===== config.mk =====
export PLATFORM = sky130hd
export DESIGN_NAME = fib_mem_responder
export DESIGN_NICKNAME = d
export VERILOG_FILES = /design/src/rtl/fib_mem_responder.sv
export SDC_FILE = /design/constraint.sdc
export NUM_CORES = 1
export LEC_CHECK = 0
export BUFFER_PORTS_ARGS = -buffer_cell sky130_fd_sc_hd__buf_2
export CAP_MARGIN = 30
export CELL_PAD_IN_SITES_DETAIL_PLACEMENT = 1
export CELL_PAD_IN_SITES_GLOBAL_PLACEMENT = 2
export CORE_MARGIN = 2
export CORE_UTILIZATION = 31
export CTS_BUF_LIST = sky130_fd_sc_hd__clkbuf_4 sky130_fd_sc_hd__clkbuf_8 sky130_fd_sc_hd__clkbuf_16
export DETAILED_ROUTE_END_ITERATION = 10
export PLACE_DENSITY_LB_ADDON = 0.1
export REMOVE_ABC_BUFFERS = 1
export SLEW_MARGIN = 40
export SYNTH_ARGS = -nofsm -noshare
export SYNTH_HDL_FRONTEND = slang
export SYNTH_SLANG_ARGS = --single-unit

===== constraint.sdc =====
create_clock -name clk -period 2.4 [get_ports clk]
set_input_delay 0.12 -clock clk [delete_from_list [all_inputs] [get_ports clk]]
set_output_delay 0.12 -clock clk [all_outputs]
set_load 0.005 [all_outputs]

===== src/rtl/fib_mem_responder.sv =====
// fib_mem_responder: req/ack memory responder sequencing single-word reads/writes onto a 1-cycle-latency sync RAM
// Ports: clk/clr (async active-low reset); req/we/address/wdata request, sampled in IDLE;
// ack/err one-cycle completion pulses; rdata last read word; busy = not IDLE;
// ram_addr/ram_we/ram_din/ram_dout RAM side; rd_count/wr_count saturating success counters.
module fib_mem_responder #(
  parameter int ADDR_W = 15,
  parameter int DATA_W = 16,
  parameter int ADDR_LIMIT = 32767
) (
  input  logic              clk,
  input  logic              clr,
  input  logic              req,
  input  logic              we,
  input  logic [ADDR_W-1:0] address,
  input  logic [DATA_W-1:0] wdata,
  output logic              ack,
  output logic              err,
  output logic [DATA_W-1:0] rdata,
  output logic              busy,
  output logic [ADDR_W-1:0] ram_addr,
  output logic              ram_we,
  output logic [DATA_W-1:0] ram_din,
  input  logic [DATA_W-1:0] ram_dout,
  output logic [15:0]       rd_count,
  output logic [15:0]       wr_count
);
  typedef enum logic [2:0] {IDLE, WRITE, READ, READ_WAIT, ERR} state_t;
  localparam logic [31:0] LIM = 32'(ADDR_LIMIT);
  state_t state;
  logic oor;
  assign oor = 32'(address) > LIM;
  assign busy = state != IDLE;
  always_ff @(posedge clk or negedge clr) begin
    if (!clr) begin
      state <= IDLE;
      ack <= 1'b0;
      err <= 1'b0;
      ram_we <= 1'b0;
      rdata <= '0;
      ram_addr <= '0;
      ram_din <= '0;
      rd_count <= '0;
      wr_count <= '0;
    end else begin
      ack <= 1'b0;
      err <= 1'b0;
      ram_we <= 1'b0;
      case (state)
        IDLE: if (req) begin
          ram_addr <= address;
          ram_din <= wdata;
          ram_we <= we && !oor;
          state <= oor ? ERR : (we ? WRITE : READ);
        end
        WRITE: begin
          ack <= 1'b1;
          wr_count <= wr_count + 16'(wr_count != 16'hFFFF);
          state <= IDLE;
        end
        READ: state <= READ_WAIT;
        READ_WAIT: begin
          rdata <= ram_dout;
          ack <= 1'b1;
          rd_count <= rd_count + 16'(rd_count != 16'hFFFF);
          state <= IDLE;
        end
        ERR: begin
          ack <= 1'b1;
          err <= 1'b1;
          state <= IDLE;
        end
        default: state <= IDLE;
      endcase
    end
  end
endmodule


==> results.txt, run 1 <==
synth unique cells - 29
core area - 10800 um2
worst vdd ir - 471 uV
Max-slew headroom - 63.4%
postcts setup bufs - 0
largest net degree at the start of global routing - 44
Crit-path slowest cell - dfrtp_1
Most common cell on crit path - ha_1
vias in the first global route - 2748
Fillers - 1192
via count - 2619
crit path cell chain - and3_2, nand4_1, or2_2, ha_1, ha_1, nand3b_1, nor2_2, and3_1, xor2_1
dpl cell area - 4290 um2
initial antenna violation count - 0
Critical path destination - wr_count[10]$_DFFE_PN0P_
Syn. warnings - 0
vias per cell - 4.46
ant diodes - 0
Crit path depth - 9
FF-to-FF End - wr_count[10]$_DFFE_PN0P_
actual slew at the worst max-slew pin - 0.550 ns
Seq cells post-synth - 83
DRC - 0
netlist area before placement - 3430 um2
commonest non-fill, non-tap cell in the layout - buf_2
Buf/Inv on CP - 0
leakage - 2.47 nW
DIE HEIGHT - 109 um
Final Slew Violations - 0
Crit path largest cell delay - 0.43 ns
clk_lat worst skew - 0.35 ns
DP HPWL - 5.85 mm
cell count after synthesis - 249
skew final - 0.00656 ns
first-pass GRT wire length - 13.5 mm
Worst EP arrival - 2.48 ns
max_cap viols - 0
CP max FO - 5
aggregate global routing overflow - 0
Initial Util - 31.6%
Worst setup startpoint - wr_count[7]$_DFFE_PN0P_
input/output buffers - 132
Clock Pin Slew Worst Setup and Hold Paths - 0.08 ns
Root Driver - clkbuf_8
H-tree Lvls - 3
fraction of layout cells with a size suffix above 1 - 48.3%
syn_area_per_cell - 13.8 um2
Detailed Routing Iterations Pass 1 - 4
Period minus WS final - 2.24 ns
ANT nets after route - 0
Fin Hold WS - 0.0405 ns
pwr/cell area - 981 nW/um2
kind of critical path - reg2reg
CP top delay family - simple AND/OR/NAND/NOR gates
Fin Setup TNS - 0 ns
Post-Layout Inst Area - 4980 um2
total track usage - 14.9%
HP Class - in2reg
R2R Setup Slk - 0.16 ns
CTS tree - yes
Seq/Total Area, Yosys - 60.5%
Ports - 134
Post-Route WL - 8.37 mm
Iter 0 DRT Violations - 63
Rows - 38
clk sinks - 83
Reg2Reg Launch Point - wr_count[7]$_DFFE_PN0P_
Clock Tree Buf Depth - 2
commonest cells after routing, fill and taps aside - buf_2, dfrtp_1, mux2_2, dlygate4sd3_1, xor2_1
WL/cell - 14.3 um
Post-layout nets - 499
die width - 109 um
crit end category - flip-flop
die area - 11900 um2
period utilization - 93.4%
RePlAce Congestion - 0.771
CP startpoint kind - flip-flop
fmax - 446 MHz
area growth from synthesis to layout - 45.1%
status - completed
Worst R2R Path Depth - 9
count of final hold-check violations - 0
# setup viols final - 0
CTS buffer count - 9
Crit path required time - 2.64 ns
final cells by class:
cell class              count  area, um2  area share, %
multi-input cells         152       1290           25.8
repair buffers            190       1230           24.8
flip-flops and latches     83       2080           41.7
well taps                 140        175           3.52
inverters                   6       22.5          0.452
clock inverters             2       10.0          0.201
clock buffers              14        174           3.49
flip-flops by register name, indices dropped and copies added (netlist names):
| name | cells |
|---|---|
| ram_addr | 15 |
| ram_we | 1 |
| rd_count | 16 |
| ack | 1 |
| state | 2 |
| rdata | 16 |
| wr_count | 16 |
| ram_din | 16 |
worst reg2reg max path, cell delays in order (launching register included):
cell	delay (ns)
dfrtp_1	0.43
and3_2	0.25
nand4_1	0.13
or2_2	0.34
ha_1	0.22
ha_1	0.20
nand3b_1	0.13
nor2_2	0.10
and3_1	0.20
xor2_1	0.14
through the flow:
stage | setup slack (ns) | util [%] | cells | total power, W
2_1_floorplan | 0.247 | - | 241 | 0.00311
3_3_place_gp | 0.137 | 39.6 | 522 | 0.00389
6_report | 0.158 | 45.9 | 587 | 0.00488
5_1_grt | -0.0130 | 45.9 | 587 | 0.00528
4_1_cts | 0.0658 | 45.8 | 587 | 0.00498
3_5_place_dp | 0.0871 | 39.6 | 522 | 0.00394
repair_timing:
item | 4_1_cts | 5_1_grt
hold endpoints to repair | 89 | 0
gates resized for setup | 0 | 3
hold buffers | 49 | 0
setup endpoints to repair | 0 | 7
worst min path at each step:
stage / cells after the start / slack [ns] / to / startpoint
after floorplan: 0 / -0.18 / ack$_DFF_PN0_ / clr
after global placement: 1 / 0.15 / ram_addr[13]$_DFFE_PN0P_ / clr
after detailed placement: 1 / 0.15 / ram_addr[13]$_DFFE_PN0P_ / clr
after CTS: 3 / 0.02 / ram_we$_DFF_PN0_ / req
after global routing: 3 / 0.05 / state[0]$_DFFE_PN0P_ / req
final: 3 / 0.04 / ram_we$_DFF_PN0_ / req
cell families (layout without fill, tap and decap cells):
| family | after synthesis | in the layout | share of synthesized area (%) |
|---|---|---|---|
| AOI/OAI and AO/OA | 2 | 2 | 0.292 |
| buffers and inverters | 14 | 212 | 2.26 |
| other | 1 | 1 | 0.109 |
| and+or+nand+nor | 64 | 64 | 10.7 |
| xor gates and xnor gates | 28 | 28 | 7.15 |
| adders and majority gates | 6 | 6 | 2.19 |
| DFF | 83 | 83 | 60.5 |
| muxes | 51 | 51 | 16.7 |
layer usage:
metal  GRT usage (%)  routed length [um]
met4            7.78                 204
met3            3.47                 435
met5               0                   0
met1            18.3                3590
met2            24.2                4140
where the power goes:
group	total (W)	leakage (nW)	internal (W)	switching, W
logic	0.00170	1.34	0.00100	0.000699
registers	0.00223	1.03	0.00192	0.000316
clock network	0.000949	0.101	0.000465	0.000483
synth_stat cells (all sizes together):
cell type | instances | area [um2]
xor2 | 15 | 131
and4 | 1 | 10.0
nand4 | 11 | 83.8
clkbuf | 1 | 3.75
conb | 1 | 3.75
dfrtp | 83 | 2080
xnor2 | 13 | 114
mux2 | 51 | 574
nand2 | 7 | 26.3
nor3 | 5 | 25.0
and3 | 6 | 37.5
nand3b | 1 | 7.51
inv | 6 | 22.5
nand3 | 11 | 60.1
buf | 7 | 51.3
ha | 6 | 75.1
nor2b | 1 | 6.26
nor2 | 11 | 43.8
a21oi | 2 | 10.0
nor4 | 4 | 25.0
or2 | 2 | 12.5
and2 | 3 | 18.8
or4 | 1 | 11.3
(Power assumes the default switching activity.)
==> inputs of run 2 (changes only) <==
==> config.mk (replaced) <==
export PLATFORM = sky130hd
export DESIGN_NAME = fib_mem_responder
export DESIGN_NICKNAME = d
export VERILOG_FILES = /design/src/rtl/fib_mem_responder.sv
export SDC_FILE = /design/constraint.sdc
export NUM_CORES = 1
export LEC_CHECK = 0
export ABC_AREA = 1
export BUFFER_PORTS_ARGS = -buffer_cell sky130_fd_sc_hd__buf_2
export CAP_MARGIN = 30
export CELL_PAD_IN_SITES_DETAIL_PLACEMENT = 1
export CELL_PAD_IN_SITES_GLOBAL_PLACEMENT = 2
export CORE_MARGIN = 2
export CORE_UTILIZATION = 29
export DETAILED_ROUTE_END_ITERATION = 10
export PLACE_DENSITY_LB_ADDON = 0.1
export REMOVE_ABC_BUFFERS = 1
export SKIP_CTS_REPAIR_TIMING = 1
export SLEW_MARGIN = 40
export SYNTH_ARGS = -nofsm -noshare
export SYNTH_HDL_FRONTEND = slang
export SYNTH_SLANG_ARGS = --single-unit
==> run 2 against run 1 <==
Against the previous run: the run now ends with hold timing left; global-route usage shrank 0.24 points; clock skew shrank 0.0012 ns; worst hold slack lost 0.057 ns; non-clock buffer count shrank 29; synthesized area grew 5.5%; critical path depth grew 4; utilization shrank 4.3 points; design area grew 1.2%; largest cell class unchanged.
==> results.txt, run 2 <==
die area - 13400 um2 (was 11900 um2)
Max-slew headroom - 62.1% (was 63.4%)
Final Slew Violations - 0 (unchanged)
clk_lat worst skew - 0.34 ns (was 0.35 ns)
status - finished, violations left (was completed)
fraction of layout cells with a size suffix above 1 - 35.3% (was 48.3%)
Fin Setup TNS - 0 ns (unchanged)
dpl cell area - 4500 um2 (was 4290 um2)
CP startpoint kind - flip-flop (unchanged)
kind of critical path - reg2reg (unchanged)
WHS Endpoint - rdata[15]$_DFFE_PN0P_ (was ram_we$_DFF_PN0_)
most common cell in the netlist - nand2_1 (was dfrtp_1)
Clock Pin Slew Worst Setup and Hold Paths - 0.06 ns (was 0.08 ns)
vias per cell - 4.32 (was 4.46)
DIE HEIGHT - 116 um (was 109 um)
Root Driver - clkbuf_16 (was clkbuf_8)
CTS tree - yes (unchanged)
crit end category - flip-flop (unchanged)
input/output buffers - 132 (unchanged)
commonest cells after routing, fill and taps aside - buf_2, nand2_1, dfrtp_1, nor2_1, mux2_2 (was buf_2, dfrtp_1, mux2_2, dlygate4sd3_1, xor2_1)
core area - 12100 um2 (was 10800 um2)
# setup viols final - 0 (unchanged)
Fin Hold WS - -0.0166 ns (was 0.0405 ns)
vias in the first global route - 2997 (was 2748)
fmax - 502 MHz (was 446 MHz)
Ports - 134 (unchanged)
Worst EP arrival - 2.23 ns (was 2.48 ns)
Clock Tree Buf Depth - 2 (unchanged)
via count - 3039 (was 2619)
failing checks - hold timing
Hold Path Origin - ram_dout[15] (was req)
FFs w/ async S/R, synth - 100% (unchanged)
synth unique cells - 25 (was 29)
initial antenna violation count - 0 (unchanged)
CP max FO - 4 (was 5)
top_reg_cell synth - dfrtp_1 (unchanged)
DRC - 0 (unchanged)
FF-to-FF End - rd_count[8]$_DFFE_PN0P_ (was wr_count[10]$_DFFE_PN0P_)
hold-critical path depth - 3 (unchanged)
Detailed Routing Iterations Pass 1 - 4 (unchanged)
worst vdd ir - 431 uV (was 471 uV)
max_cap viols - 0 (unchanged)
dominant cell type by area after synthesis - dfrtp_1 (unchanged)
ANT nets after route - 0 (unchanged)
netlist area before placement - 3620 um2 (was 3430 um2)
DP HPWL - 7.04 mm (was 5.85 mm)
period utilization - 83.0% (was 93.4%)
skew final - 0.00538 ns (was 0.00656 ns)
top post-synthesis cells by area - dfrtp_1, nand2_1, mux2_2 (was dfrtp_1, mux2_2, xor2_1)
total track usage - 14.6% (was 14.9%)
RePlAce Congestion - 0.728 (was 0.771)
clk sinks - 83 (unchanged)
leakage - 2.58 nW (was 2.47 nW)
Post-layout nets - 588 (was 499)
Yosys top cell area share - 57.4% (was 60.5%)
Placed Cells - 665 (was 522)
non-filler cells, final - 704 (was 587)
WL/cell - 13.7 um (was 14.3 um)
largest net degree at the start of global routing - 43 (was 44)
die width - 116 um (was 109 um)
cell count after synthesis - 368 (was 249)
Reg2Reg Launch Point - rd_count[6]$_DFFE_PN0P_ (was wr_count[7]$_DFFE_PN0P_)
Seq cells post-synth - 83 (unchanged)
area growth from synthesis to layout - 39.2% (was 45.1%)
most frequent cells after synthesis - nand2_1, dfrtp_1, nor2_1 (was dfrtp_1, mux2_2, xor2_1)
Initial Util - 29.9% (was 31.6%)
pwr/cell area - 1040 nW/um2 (was 981 nW/um2)
Period minus WS final - 1.99 ns (was 2.24 ns)
unrepaired setup endpoints after global routing - false
Seq/Total Area, Yosys - 57.4% (was 60.5%)
H-tree Lvls - 3 (unchanged)
aggregate global routing overflow - 0 (unchanged)
Fillers - 1468 (was 1192)
CTS buffer count - 9 (unchanged)
actual slew at the worst max-slew pin - 0.568 ns (was 0.550 ns)
Post-synth EDFFs - 0 (unchanged)
syn_area_per_cell - 9.84 um2 (was 13.8 um2)
Worst R2R Path Depth - 13 (was 9)
commonest non-fill, non-tap cell in the layout - buf_2 (unchanged)
Rows - 40 (was 38)
count of final hold-check violations - 2 (was 0)
Post-Layout Inst Area - 5040 um2 (was 4980 um2)
R2R Setup Slk - 0.41 ns (was 0.16 ns)
HP Class - in2reg (unchanged)
first-pass GRT wire length - 15.0 mm (was 13.5 mm)
Crit path required time - 2.64 ns (about the same)
Syn. warnings - 0 (unchanged)
Post-Route WL - 9.67 mm (was 8.37 mm)
ant diodes - 0 (unchanged)
Iter 0 DRT Violations - 77 (was 63)
[run 2: cells by family (layout without fill, tap and decap cells)]
| family | after synthesis | in the layout | share of synthesized area [%] |
|---|---|---|---|
| muxes | 31 | 31 | 9.64 |
| other | 1 | 1 | 0.104 |
| buffers and inverters | 37 | 205 | 4.42 |
| AOI/OAI and AO/OA | 5 | 5 | 0.760 |
| adders and majority gates | 6 | 6 | 2.07 |
| xor gates and xnor gates | 16 | 16 | 3.87 |
| DFF | 83 | 83 | 57.4 |
| and+or+nand+nor | 189 | 189 | 21.7 |
[run 2: power by group]
group / total (W) / switching [W] / internal (W) / leakage, nW
Combinational: 0.00161 / 0.000786 / 0.000826 / 1.39
Sequential: 0.00219 / 0.000296 / 0.00190 / 1.05
Clock: 0.00145 / 0.000584 / 0.000867 / 0.152
Total: 0.00526 / 0.00167 / 0.00359 / 2.58
[run 2: final cells by class]
type,instances,area [um2],share of cell area (%)
flip-flops and latches,83,2080,41.2
repair buffers,161,951,18.9
well taps,168,210,4.17
inverters,28,105,2.09
clock buffers,11,253,5.02
multi-input cells,248,1380,27.4
clock inverters,5,60.1,1.19
[run 2: metal layers]
metal	track usage, %	up-vias	wire, um
li1	-	1489	-
met1	18.2	1459	4410
met2	24.2	84	4530
met3	5.28	7	644
met4	3.81	0	81
met5	0	-	0
[run 2: worst max path at each step]
stage                       startpoint                 endpoint  slack, ns
4_1_cts        rd_count[6]$_DFFE_PN0P_  rd_count[8]$_DFFE_PN0P_       0.40
6_report       rd_count[6]$_DFFE_PN0P_  rd_count[8]$_DFFE_PN0P_       0.41
5_1_grt        rd_count[6]$_DFFE_PN0P_  rd_count[8]$_DFFE_PN0P_       0.18
3_3_place_gp   wr_count[8]$_DFFE_PN0P_  wr_count[8]$_DFFE_PN0P_       0.52
2_1_floorplan  wr_count[9]$_DFFE_PN0P_  wr_count[8]$_DFFE_PN0P_       0.47
3_5_place_dp   rd_count[6]$_DFFE_PN0P_  rd_count[8]$_DFFE_PN0P_       0.42
[run 2: metrics by stage]
step | utilization [%] | setup WS [ns] | total power, W
floorplan | - | 0.467 | 0.00301
global placement | 37.1 | 0.521 | 0.00380
detailed placement | 37.1 | 0.416 | 0.00384
CTS | 39.7 | 0.400 | 0.00533
global route | 41.6 | 0.182 | 0.00566
finish | 41.6 | 0.409 | 0.00526
[run 2: critical path: stages (launching register included)]
cell,delay [ns]
dfrtp_1,0.42
nand2_1,0.09
nor2_1,0.26
nand3_1,0.16
ha_1,0.22
ha_1,0.18
inv_1,0.07
nor2_1,0.07
nand2_1,0.14
inv_1,0.08
nand2_1,0.06
nand2_1,0.05
nand2_1,0.05
inv_1,0.03
